[src/rtl/mem_arbiter.sv]
// Two-port (fetch / data) arbiter in front of one shared single-cycle-read memory.
// Each grant runs IDLE -> BUSY (WAIT_STATES+1 cycles) -> RESP (one-cycle ready pulse).
module mem_arbiter #(
  parameter int unsigned WAIT_STATES = 1
) (
  input  logic        clk,
  input  logic        reset,
  input  logic        if_req,
  input  logic [31:0] if_addr,
  output logic [31:0] if_rdata,
  output logic        if_ready,
  input  logic        d_req,
  input  logic        d_we,
  input  logic [31:0] d_addr,
  input  logic [31:0] d_wdata,
  output logic [31:0] d_rdata,
  output logic        d_ready,
  output logic        mem_en,
  output logic        mem_we,
  output logic [31:0] mem_addr,
  output logic [31:0] mem_wdata,
  input  logic [31:0] mem_rdata,
  output logic [1:0]  dbg_state
);

  typedef enum logic [1:0] {
    IDLE = 2'd0,
    BUSY = 2'd1,
    RESP = 2'd2
  } state_t;

  state_t      state, state_next;
  logic [3:0]  cnt;
  logic        gnt_d;
  logic        acc_we;
  logic [31:0] acc_addr;
  logic [31:0] acc_wdata;
  logic        last_d;
  logic        grant_d_now;
  logic        final_busy;

  // Data wins unless fetch is also asking and data was granted last time.
  assign grant_d_now = d_req && (!if_req || !last_d);
  assign final_busy  = (state == BUSY) && (cnt == 4'd0);

  always_comb begin
    state_next = state;
    case (state)
      IDLE:    if (if_req || d_req) state_next = BUSY;
      BUSY:    if (cnt == 4'd0) state_next = RESP;
      RESP:    state_next = IDLE;
      default: state_next = IDLE;
    endcase
  end

  always_ff @(posedge clk) begin
    if (reset) begin
      state     <= IDLE;
      cnt       <= 4'd0;
      gnt_d     <= 1'b0;
      acc_we    <= 1'b0;
      acc_addr  <= 32'd0;
      acc_wdata <= 32'd0;
      last_d    <= 1'b0;
      if_rdata  <= 32'd0;
      d_rdata   <= 32'd0;
    end else begin
      state <= state_next;
      case (state)
        IDLE: begin
          if (if_req || d_req) begin
            gnt_d     <= grant_d_now;
            last_d    <= grant_d_now;
            acc_addr  <= grant_d_now ? d_addr : if_addr;
            acc_wdata <= grant_d_now ? d_wdata : 32'd0;
            acc_we    <= grant_d_now && d_we;
            cnt       <= 4'(WAIT_STATES);
          end
        end
        BUSY: begin
          if (cnt != 4'd0) begin
            cnt <= cnt - 4'd1;
          end else if (!acc_we) begin
            if (gnt_d) d_rdata  <= mem_rdata;
            else       if_rdata <= mem_rdata;
          end
        end
        default: ;
      endcase
    end
  end

  assign mem_en    = (state == BUSY);
  assign mem_we    = final_busy && acc_we;
  assign mem_addr  = {acc_addr[31:2], 2'b00};
  assign mem_wdata = acc_wdata;
  assign if_ready  = (state == RESP) && !gnt_d;
  assign d_ready   = (state == RESP) && gnt_d;
  assign dbg_state = state;

endmodule

[config.mk]
export PLATFORM = sky130hd
export DESIGN_NAME = mem_arbiter
export DESIGN_NICKNAME = d
export VERILOG_FILES = /design/src/rtl/mem_arbiter.sv
export SDC_FILE = /design/constraint.sdc
export NUM_CORES = 1
export LEC_CHECK = 0
export CAP_MARGIN = 20
export CORE_MARGIN = 2
export CORE_UTILIZATION = 39
export CTS_CLUSTER_DIAMETER = 30
export CTS_CLUSTER_SIZE = 30
export DETAILED_ROUTE_END_ITERATION = 8
export MAX_ROUTING_LAYER = met4
export PLACE_DENSITY = 0.82
export SETUP_SLACK_MARGIN = 0.05
export SLEW_MARGIN = 30
export SYNTH_ARGS = -nofsm -noshare
export SYNTH_HDL_FRONTEND = slang
export SYNTH_SLANG_ARGS = --single-unit
[constraint.sdc]
create_clock -name clk -period 2.25 [get_ports clk]
set_input_delay 0.3375 -clock clk [delete_from_list [all_inputs] [get_ports clk]]
set_output_delay 0.3375 -clock clk [all_outputs]
set_load 0.005 [all_outputs]
# [After elaboration in Yosys (flattened, before gate mapping)]
# Index checks and enable logic that the tools add are counted.
[word_totals] out_inout_bits=134 elab_cells=44 input_bits=133 ff_bits=136
[op_classes] reduce_logical=19 n_eq_ne=5 mux=8 bitwise=3 add_sub_neg=1
[ops] operator="$mux W32" count=2
[ops] operator="$mux W4" count=2
[ops] operator="$pmux W4 S2" count=1
[ops] operator="$reduce_and A4 Y1" count=2
[ops] operator="$logic_and A1 B1 Y1" count=6
[ops] operator="$logic_not A4 Y1" count=1
[ops] operator="$mux W2" count=2
[ops] operator="$ne A2 B1 Y1 const B" count=2
[ops] operator="$pmux W2 S2" count=1
[ops] operator="$reduce_and A2 Y1" count=2
[ops] operator="$reduce_bool A4 Y1" count=1
[ops] operator="$sub A4 B1 Y4 const B" count=1
[ops] operator="$not A1 Y1" count=3
[ops] operator="$reduce_and A3 Y1" count=1
[ops] operator="$eq A2 B1 Y1 const B" count=1
[ops] operator="$eq A2 B2 Y1 const B" count=1
[ops] operator="$logic_not A1 Y1" count=2
[ops] operator="$logic_not A2 Y1" count=1
[ops] operator="$logic_or A1 B1 Y1" count=2
[ops] operator="$ne A2 B2 Y1 const B" count=1
[ops] operator="$reduce_bool A2 Y1" count=1

# [Logic depth before layout (Yosys ltp)]
# Gate-level depths: netlist of run 1.
[logic_depth] depth_word=4 mapped_depth=7 depth_no_buf=5

# [Least setup slack after synthesis of run 1]
# No wires, ideal clock.
[synth_timing] path_type="register to register" start="register cnt[0]" end="register d_rdata[3]" setup_ns=0.132 t_arrival_ns=1.450 n_path_buf=2 path_stages_with_launch=8 slack_ns=0.667 path_cell_list="dfxtp_1 inv_1 ha_1 or3b_1 buf_2 clkbuf_1 o21ai_1 a21oi_1"
[synth_via] elab_chain_len=3
[synth_lines] element="from (decl)" line_no="33" rtl="logic [3:0] cnt;"
[synth_lines] element="from (signal assigned)" line_no="77" rtl="cnt <= 4'(WAIT_STATES);"
[synth_lines] element="from (signal assigned)" line_no="82" rtl="cnt <= cnt - 4'd1;"
[synth_lines] element="$reduce_bool A4 Y1" line_no="81" rtl="if (cnt != 4'd0) begin"
[synth_lines] element="$not A1 Y1 (no source line)"
[synth_lines] element="$reduce_and A4 Y1 (no source line)"
[synth_lines] element="to (signal assigned)" line_no="84" rtl="if (gnt_d) d_rdata <= mem_rdata;"
[synth_lines] element="to (decl)" line_no="16" rtl="output logic [31:0] d_rdata,"
# Every way passes these cells.
# A chain may end at the register's enable or synchronous reset.

# [Final worst setup path of run 1]
[layout_timing] start="register state[0] (netlist: dbg_state[0])" end="output port mem_en"
[layout_via] elab_chain_len=1
[layout_lines] element="from (decl)" line_no="32" rtl="state_t state, state_next;"
[layout_lines] element="from (signal assigned)" line_no="68" rtl="state <= state_next;"
[layout_lines] element="$eq A2 B1 Y1" line_no="93" rtl="assign mem_en = (state == BUSY);"
[layout_lines] element="to (decl)" line_no="18" rtl="output logic mem_en,"
# Every way passes these cells.

==> results of run 1 <==
==> power by group through the flow <==
stage | registers (uW) | clock network (uW) | logic (uW)
floorplan | 2710 | 0 | 576
finish | 2670 | 2670 | 1340
global placement | 2710 | 0 | 1300
CTS | 2670 | 2710 | 1350
global route | 2690 | 2820 | 1440
detailed placement | 2720 | 0 | 1330
==> kinds of logic after synthesis <==
family	after synthesis
multiplexers	30
adder cells (fa/ha/maj)	2
buffers and inverters	57
other	1
flip-flops	134
AND/OR/NAND/NOR	87
AO/OA/AOI/OAI	203
==> layout make-up <==
| type | count | area, um^2 |
|---|---|---|
| well taps | 172 | 215 |
| inverters | 4 | 15.0 |
| repair buffers | 272 | 2720 |
| clock inverters | 12 | 131 |
| fillers | 994 | 4260 |
| flip-flops and latches | 134 | 2680 |
| multi-input cells | 324 | 2160 |
| clock buffers | 19 | 433 |
==> layout by cell type (no fill, tap or decap), types with 2 or more instances in the layout <==
| master | instances |
|---|---|
| a22o_1 | 33 |
| bufinv_16 | 2 |
| dfxtp_1 | 133 |
| buf_12 | 3 |
| a21o_1 | 2 |
| clkinv_4 | 2 |
| clkbuf_1 | 2 |
| or2_1 | 2 |
| a21oi_1 | 67 |
| ha_1 | 2 |
| or4_1 | 2 |
| nor2_1 | 3 |
| clkinvlp_4 | 4 |
| nor3b_4 | 2 |
| o21ai_1 | 48 |
| nor3_1 | 2 |
| clkdlybuf4s50_1 | 258 |
| buf_4 | 9 |
| nand3_1 | 64 |
| inv_1 | 4 |
| o21ai_0 | 18 |
| conb_1 | 2 |
| clkinv_2 | 3 |
| clkbuf_16 | 17 |
| mux2i_1 | 30 |
| or3_1 | 3 |
| o2bb2ai_1 | 30 |
==> per-layer routing <==
metal | vias up | GRT usage [%]
met1 | 2385 | 27.2
li1 | 2377 | -
met3 | 15 | 6.15
met2 | 226 | 39.0
met5 | - | -
met4 | 0 | 6.70
==> sequential cells by signal, indices dropped and copies added, names as in the netlist <==
name and flops:
acc_we 1, cnt 4, last_d 1, acc_addr 30, mem_wdata 32, if_rdata 32, d_rdata 32, dbg_state 2
==> synth_stat cells (3+ instances only) <==
| library cell | instances | area, um^2 |
|---|---|---|
| nor2_1 | 3 | 11.3 |
| buf_4 | 5 | 37.5 |
| o21ai_0 | 18 | 90.1 |
| o2bb2ai_1 | 30 | 263 |
| a21oi_1 | 67 | 335 |
| mux2i_1 | 30 | 300 |
| dfxtp_1 | 134 | 2680 |
| clkbuf_1 | 26 | 97.6 |
| or3_1 | 3 | 18.8 |
| a22o_1 | 33 | 289 |
| nand3_1 | 64 | 320 |
| inv_1 | 4 | 15.0 |
| o21ai_1 | 48 | 240 |
| buf_2 | 21 | 105 |
==> final timing paths <==
kind / start / endpoint / cells after the start
max reg2reg: cnt[0] / d_rdata[28] / 6
min: reset / cnt[1] / 2
max: dbg_state[0] / mem_en / 3
min reg2reg: acc_addr[30] / acc_addr[30] / 1
==> timing repair <==
item / 4_1_cts / 5_1_grt
setup endpoints to repair: 1 / 0
endpoints found under the hold margin: 0 / 0
hold buffers: 0 / 0
gates resized for setup: 2 / 0
buffers inserted: 1 / 0
==> metrics by stage <==
stage | util, % | hold WS [ns] | instance area (um^2) | power (uW)
final | 66.3 | 0.257 | 8360 | 6680
after global routing | 66.3 | 0.282 | 8360 | 6950
after CTS | 66.3 | 0.244 | 8360 | 6730
after detailed placement | 61.7 | 0.446 | 7790 | 4050
after global placement | 61.7 | 0.446 | 7790 | 4010
after floorplan | - | 0.456 | 5050 | 3290
==> impl_metrics.tcl, run 1 <==
set metrics [dict create \
    status "finished clean" \
    netSwitchingFraction_pct 26.7 \
    ys_async_sr_fraction_pct 0 \
    dp_cells 905 \
    drive_above_1_share_pct 6.67 \
    synth_warnings 0 \
    fin_cells 937 \
    grt_pass1_wl_mm 25.1 \
    cp_max_fo 10 \
    end_kind "output pin" \
    synth_compound_area_share_pct 25.2 \
    ir_worst_vdd_uv 487 \
    cts-root-buf "clkbuf_16" \
    p_clk_share_pct 40.0 \
    die_w_um 118 \
    netlist_instances 514 \
    n_antenna_cell 0 \
    grt_antenna_before_repair 0 \
    synth_top_family_by_area "compound AO/OA/AOI/OAI gates" \
    rsz0062_at_grt "false" \
    startpoint_type "register" \
    crit_arrival_ns 1.70 \
    fmax_mhz 492 \
    setup_ws_ns 0.217 \
    slew-limit-headroom_pct 56.1 \
    grtUsageTotal_pct 23.1 \
    nets 888 \
    top_layer "met4" \
    pwr-share-seq_pct 40.0 \
    cts.clk_slew.worst_paths_ns 0.05 \
    reg2reg_slack_ns 0.26 \
    boundaryPins 267 \
    synth_edf_count 0 \
    io_buffers 260 \
    p_int_uw 4900 \
    met1Wirelength_mm 6.49 \
    switchingPower_uw 1780 \
    grt-ovfl-total 0 \
    coreArea_um2 12600 \
    grt_pass1_vias 4929 \
    avgViaCountPerCell 5.34 \
    cp_top_family "buffers and inverters" \
    finalSetupTns_ns 0 \
    max-clock-path-buffers 2 \
    cp_slowest_cell "clkdlybuf4s50_1" \
    syn2layout_area_growth_pct 65.8 \
    finalCritPeriodShare_pct 90.4 \
    clk_latency_ns 0.41 \
    postRouteAntennaNets 0 \
    yosys-mux-area-fraction_pct 5.95 \
    rows 41 \
    slowest_delay_ns 0.53 \
    grt_max_degree 65 \
    htree_levels 4 \
    hold_viol_final 0 \
    routabilityCongestion 0.786 \
    setup_viol 0 \
    ys_ff_latch 134 \
    combPwrFrac_pct 20.1 \
    synth_area_per_cell_um2 9.81 \
    p_per_area_nw_per_um2 799 \
    crit_type "reg -> out" \
    dp_hpwl_mm 11.1 \
    yosys.area_share.adder_pct 0.496 \
    drt_pass1_iterations 5 \
    worst_pin_slew_ns 0.658 \
    crit_chain "nand2b_1, inv_1, clkdlybuf4s50_1" \
    synthesis.area_um2 5040 \
    drv_slew 0 \
    synth_cell_types 36 \
    synthSimpleGateAreaFrac_pct 9.92 \
    p_leak_uw 0.00301 \
    routed_wl_mm 16.0 \
    drv_cap 0 \
    drc_errors 0 \
    wl_per_cell_um 17.1 \
    die-area_um2 13900 \
    clock_skew_ns 0.00805 \
    worstPathRequired_ns 1.91 \
    cts_sinks 134 \
    post-route-min-period_ns 2.03 \
    ys.flop_type "dfxtp_1" \
    synth_seq_area_share_pct 53.2 \
    hold_path_class "in -> reg" \
    synth_xor_area_share_pct 0 \
    fp.dieH_um 118 \
    drt-initial-drc-count 472 \
    wl_met2_mm 8.06 \
    initial_core_util_pct 40.0 \
    cts_inserted_buffers 17 \
    via_count 5003 \
    met3_length_mm 1.25 \
    cts_tree "done" \
    crit_buf_inv 2 \
    pre_cts_ws_ns 0.284 \
]
Power figures use the tool's default switching activity.
==> inputs of run 2 (changes only) <==
--- a/constraint.sdc
+++ b/constraint.sdc
@@ -3,2 +3,2 @@
 set_output_delay 0.3375 -clock clk [all_outputs]
-set_load 0.005 [all_outputs]
+set_load 0.05 [all_outputs]
==> run 2 against run 1 <==
  * First-iteration DRC count fell by 37%
  * Largest cell class unchanged
  * Maximum frequency fell by 1.0%
  * Sequential power barely moved
  * Register-to-register slack improved by 0.03 ns
  * Sequential share of layout area fell by 0.49 points
  * Flip-flop and latch count did not move
  * Via count rose by 1.5%
  * Clock-buffer cell count fell by 1
  * Critical path type unchanged
  * Clock skew fell by 0.0018 ns
  * Worst hold slack got worse by 0.023 ns
==> impl_metrics.tcl, run 2 (synthesis results as in run 1) <==
set metrics [dict create \
    end_kind "output pin" \
    worst_pin_slew_ns 0.651 \
    dp_hpwl_mm 11.2 \
    routed_wl_mm 16.2 \
    slowest_delay_ns 0.30 \
    worstHoldStart "reset" \
    drc_errors 0 \
    cts_sinks 134 \
    via_count 5078 \
    p_leak_uw 0.00310 \
    reg2reg_depth 6 \
    cts_inserted_buffers 17 \
    final_common_cell "clkdlybuf4s50_1" \
    min_path_cells 2 \
    setup_ws_ns 0.196 \
    fmax_mhz 487 \
    pre_cts_ws_ns 0.271 \
    post-route-min-period_ns 2.05 \
    cp_top_family "simple AND/OR/NAND/NOR gates" \
    grt_max_degree 66 \
    crit_chain "inv_1, ha_1, nor3b_4, and3_1, buf_12" \
    rows 41 \
    die-area_um2 13900 \
    fp.dieH_um 118 \
    grt_pass1_vias 5012 \
    setup_viol 0 \
    boundaryPins 267 \
    drv_slew 0 \
    die_w_um 118 \
    clk_latency_ns 0.41 \
    hold_viol_final 0 \
    max-clock-path-buffers 2 \
    drv_cap 0 \
    holdBufCountCts 0 \
    startpoint_type "register" \
    avgViaCountPerCell 5.37 \
    htree_levels 4 \
    grtUsageTotal_pct 23.5 \
    routabilityCongestion 0.811 \
    startpoint "cnt[0]" \
    cts.clk_slew.worst_paths_ns 0.05 \
    hold_path_end "cnt[1]" \
    cp_slowest_cell "dfxtp_1" \
    syn2layout_area_growth_pct 68.5 \
    cts_tree "done" \
    initial_core_util_pct 40.0 \
    p_per_area_nw_per_um2 887 \
    drt_pass1_iterations 5 \
    cp_max_fo 6 \
    rsz0062_at_grt "false" \
    io_buffers 260 \
    slew-limit-headroom_pct 56.6 \
    finalSetupTns_ns 0 \
    nets 895 \
    regArea_um2 2690 \
    clock_skew_ns 0.00622 \
    grt_pass1_wl_mm 25.3 \
    finalCritPeriodShare_pct 91.3 \
    status "finished clean" \
    fin_area_um2 8500 \
    worstPathRequired_ns 1.91 \
    grt_antenna_before_repair 1 \
    dpl_cell_area_um2 7860 \
    wl_per_cell_um 17.1 \
    crit_arrival_ns 1.72 \
    hold_path_class "in -> reg" \
    ir_worst_vdd_uv 448 \
    crit_buf_inv 2 \
    postRouteAntennaNets 0 \
    reg2reg_from "cnt[0]" \
    r2r-end "d_rdata[26]" \
    cts-root-buf "clkbuf_16" \
    fillers 990 \
    drt-initial-drc-count 296 \
    reg2reg_slack_ns 0.29 \
    grt-ovfl-total 0 \
    multi_input_area_um2 2170 \
    drive_above_1_share_pct 8.67 \
    coreArea_um2 12600 \
    crit_type "reg -> out" \
    layout_common_cells "clkdlybuf4s50_1 (254), dfxtp_1 (132), a21oi_1 (67)" \
]
-- run 2: cell types whose count changed in the layout (fill, tap and decap cells not counted), sizes merged, moves of 2 or more --
cell and delta:
buf +11, clkinv +3, clkinvlp -2, bufinv +2, clkdlybuf4s50 -4
-- run 2: worst register-to-register path, cell delays in order (launching register included) --
cell	delay [ns]
dfxtp_1	0.30
inv_1	0.11
ha_1	0.19
or3b_2	0.46
buf_4	0.33
o21ai_0	0.35
a21oi_1	0.10
-- run 2: per-stage QoR --
step / cells / util, % / hold slack, ns / total power, uW
after floorplan: 515 / - / 0.463 / 3890
after global placement: 911 / 62.3 / 0.443 / 4640
after detailed placement: 911 / 62.3 / 0.449 / 4690
after CTS: 943 / 67.2 / 0.221 / 7570
after global routing: 946 / 67.3 / 0.232 / 7820
final: 946 / 67.3 / 0.234 / 7540
-- run 2: worst max path at each step --
stage	to	slack, ns	cells after the start
floorplan	mem_we	0.1	4
global placement	mem_wdata[4]	0.33	5
detailed placement	mem_wdata[2]	0.27	5
CTS	mem_we	0.08	4
global route	mem_we	0.11	5
finish	mem_we	0.20	5
-- run 2: per-layer routing --
| metal | GRT usage (%) | vias to the layer above | wire length (um) |
|---|---|---|---|
| li1 | - | 2398 | - |
| met2 | 39.1 | 247 | 8240 |
| met3 | 6.49 | 29 | 1180 |
| met4 | 9.34 | 0 | 367 |
| met1 | 26.9 | 2404 | 6380 |
| met5 | - | - | 0 |
-- run 2: layout make-up --
cell class | instances | area share [%]
clock inverters | 14 | 2.15
flip-flops and latches | 134 | 31.6
diodes | 1 | 0.0295
multi-input cells | 324 | 25.5
repair buffers | 279 | 32.9
clock buffers | 18 | 5.17
well taps | 172 | 2.53
inverters | 4 | 0.177
-- run 2: repair_timing --
| item | in CTS | in global routing |
|---|---|---|
| setup endpoints to repair | 1 | 1 |
| gates resized for setup | 1 | 1 |
| buffers inserted | 0 | 2 |
-- run 2: power by group --
| group | internal (uW) | total (uW) | switching (uW) |
|---|---|---|---|
| sequential | 2560 | 2680 | 120 |
| clock | 1870 | 2880 | 1010 |
| combinational | 741 | 1980 | 1240 |
==> inputs of run 3 (changes only) <==
Settings changed: PLACE_DENSITY 0.82 to 0.84.
==> run 3 against run 2 <==
  * Critical path depth is the same
  * Sequential power is essentially flat
  * Global-route usage increased by 0.33 points
  * Power is 2.2% higher
  * Core utilization fell by 0.30 points
==> impl_metrics.tcl, run 3 (synthesis results as in run 1) <==
set metrics [dict create \
    status "finished clean" \
    grtUsageTotal_pct 23.9 \
    postRouteAntennaNets 0 \
    cp_slowest_cell "nor3b_4" \
    routed_wl_mm 16.2 \
    via_count 5014 \
    slew-limit-headroom_pct 50.1 \
    dp_hpwl_mm 11.2 \
    drive_above_1_share_pct 7.32 \
    fp.dieH_um 118 \
    max-clock-path-buffers 2 \
    grt_antenna_before_repair 0 \
    finalSetupTns_ns 0 \
    coreArea_um2 12600 \
    regArea_um2 2690 \
    cts_resized 1 \
    post-route-min-period_ns 2.12 \
    drt_pass1_iterations 5 \
    cp_top_family "simple AND/OR/NAND/NOR gates" \
    multi_input_area_um2 2170 \
    crit_buf_inv 2 \
    min_path_cells 1 \
    htree_levels 4 \
    drv_cap 0 \
    fmax_mhz 472 \
    clk_latency_ns 0.41 \
    routabilityCongestion 0.840 \
    fin_area_um2 8460 \
    p_leak_uw 0.00307 \
    boundaryPins 267 \
    cts_tree "done" \
    syn2layout_area_growth_pct 67.7 \
    die-area_um2 13900 \
    cp_max_fo 7 \
    final_common_cell "clkdlybuf4s50_1" \
    nets 887 \
    worst_pin_slew_ns 0.749 \
    slowest_delay_ns 0.35 \
    drv_slew 0 \
    grt-ovfl-total 0 \
    crit_type "reg -> out" \
    hold_path_class "reg -> reg" \
    io_buffers 260 \
    layout_common_cells "clkdlybuf4s50_1 (254), dfxtp_1 (132), a21oi_1 (67)" \
    drt-initial-drc-count 433 \
    cts-root-buf "clkbuf_16" \
    startpoint_type "register" \
    crit_arrival_ns 1.78 \
    finalCritPeriodShare_pct 94.2 \
    worstPathRequired_ns 1.91 \
    grt_max_degree 66 \
    path_depth 5 \
    clock_skew_ns 0.0111 \
    die_w_um 118 \
    cts.clk_slew.worst_paths_ns 0.05 \
    ir_worst_vdd_uv 476 \
    avgViaCountPerCell 5.35 \
    post_cts_buffers 0 \
    cts_sinks 134 \
    drc_errors 0 \
    crit_chain "inv_1, ha_1, nor3b_4, and3_1, buf_12" \
    rows 41 \
    initial_core_util_pct 40.0 \
    dpl_cell_area_um2 7800 \
    wl_per_cell_um 17.3 \
    holdBufCountCts 0 \
    cts_inserted_buffers 17 \
    p_per_area_nw_per_um2 911 \
    fillers 1000 \
    grt_pass1_vias 5028 \
    n_antenna_cell 0 \
    grt_pass1_wl_mm 25.7 \
    setup_viol 0 \
    end_kind "output pin" \
    hold_viol_final 0 \
    reg2reg_depth 6 \
    rsz0062_at_grt "false" \
]
==> run 3: cell types whose count changed in the layout (fill, tap and decap cells not counted) <==
| cell | previous run | this run |
|---|---|---|
| clkbuf_1 | 0 | 3 |
| clkinv_2 | 6 | 2 |
| clkbuf_8 | 1 | 4 |
| buf_12 | 5 | 4 |
| buf_4 | 18 | 11 |
| clkinv_4 | 2 | 0 |
| diode_2 | 1 | 0 |
| bufinv_16 | 4 | 5 |
| clkinvlp_4 | 2 | 1 |
==> run 3: per-stage QoR <==
step                cells  util (%)  power (uW)  setup WS [ns]  hold WS [ns]
global route          937      67.0        7970         0.0533         0.480
floorplan             515         -        3890         0.0999         0.463
detailed placement    905      61.8        4670          0.322         0.447
global placement      905      61.8        4620          0.394         0.443
finish                937      67.0        7700          0.130         0.460
CTS                   937      67.0        7740         0.0706         0.464
==> run 3: final cells by class <==
cell class,instances,share of cell area [%]
Tap cell,172,2.54
Inverter,4,0.177
Multi-Input combinational cell,324,25.6
Timing Repair Buffer,271,32.1
Clock buffer,24,5.81
Clock inverter,8,1.98
Sequential cell,134,31.7
==> run 3: power by group <==
group          internal, uW  switching (uW)  leakage [uW]
registers              2560             121       0.00109
clock network          2080             994      0.000320
logic                   717            1230       0.00166
total                  5360            2340       0.00307
==> run 3: metal layers <==
metal	routed length [um]	vias up	track usage [%]
li1	-	2380	-
met3	1180	48	7.22
met2	8100	233	39.8
met1	6320	2353	26.0
met5	0	-	-
met4	597	0	11.5
==> run 3: path summary, 6_finish.rpt <==
path / from / to / slack [ns]
setup / recovery: cnt[0] / mem_we / 0.13
hold / removal: acc_addr[18] / acc_addr[18] / 0.46
setup reg to reg: cnt[0] / d_rdata[23] / 0.32
hold reg to reg: acc_addr[18] / acc_addr[18] / 0.46
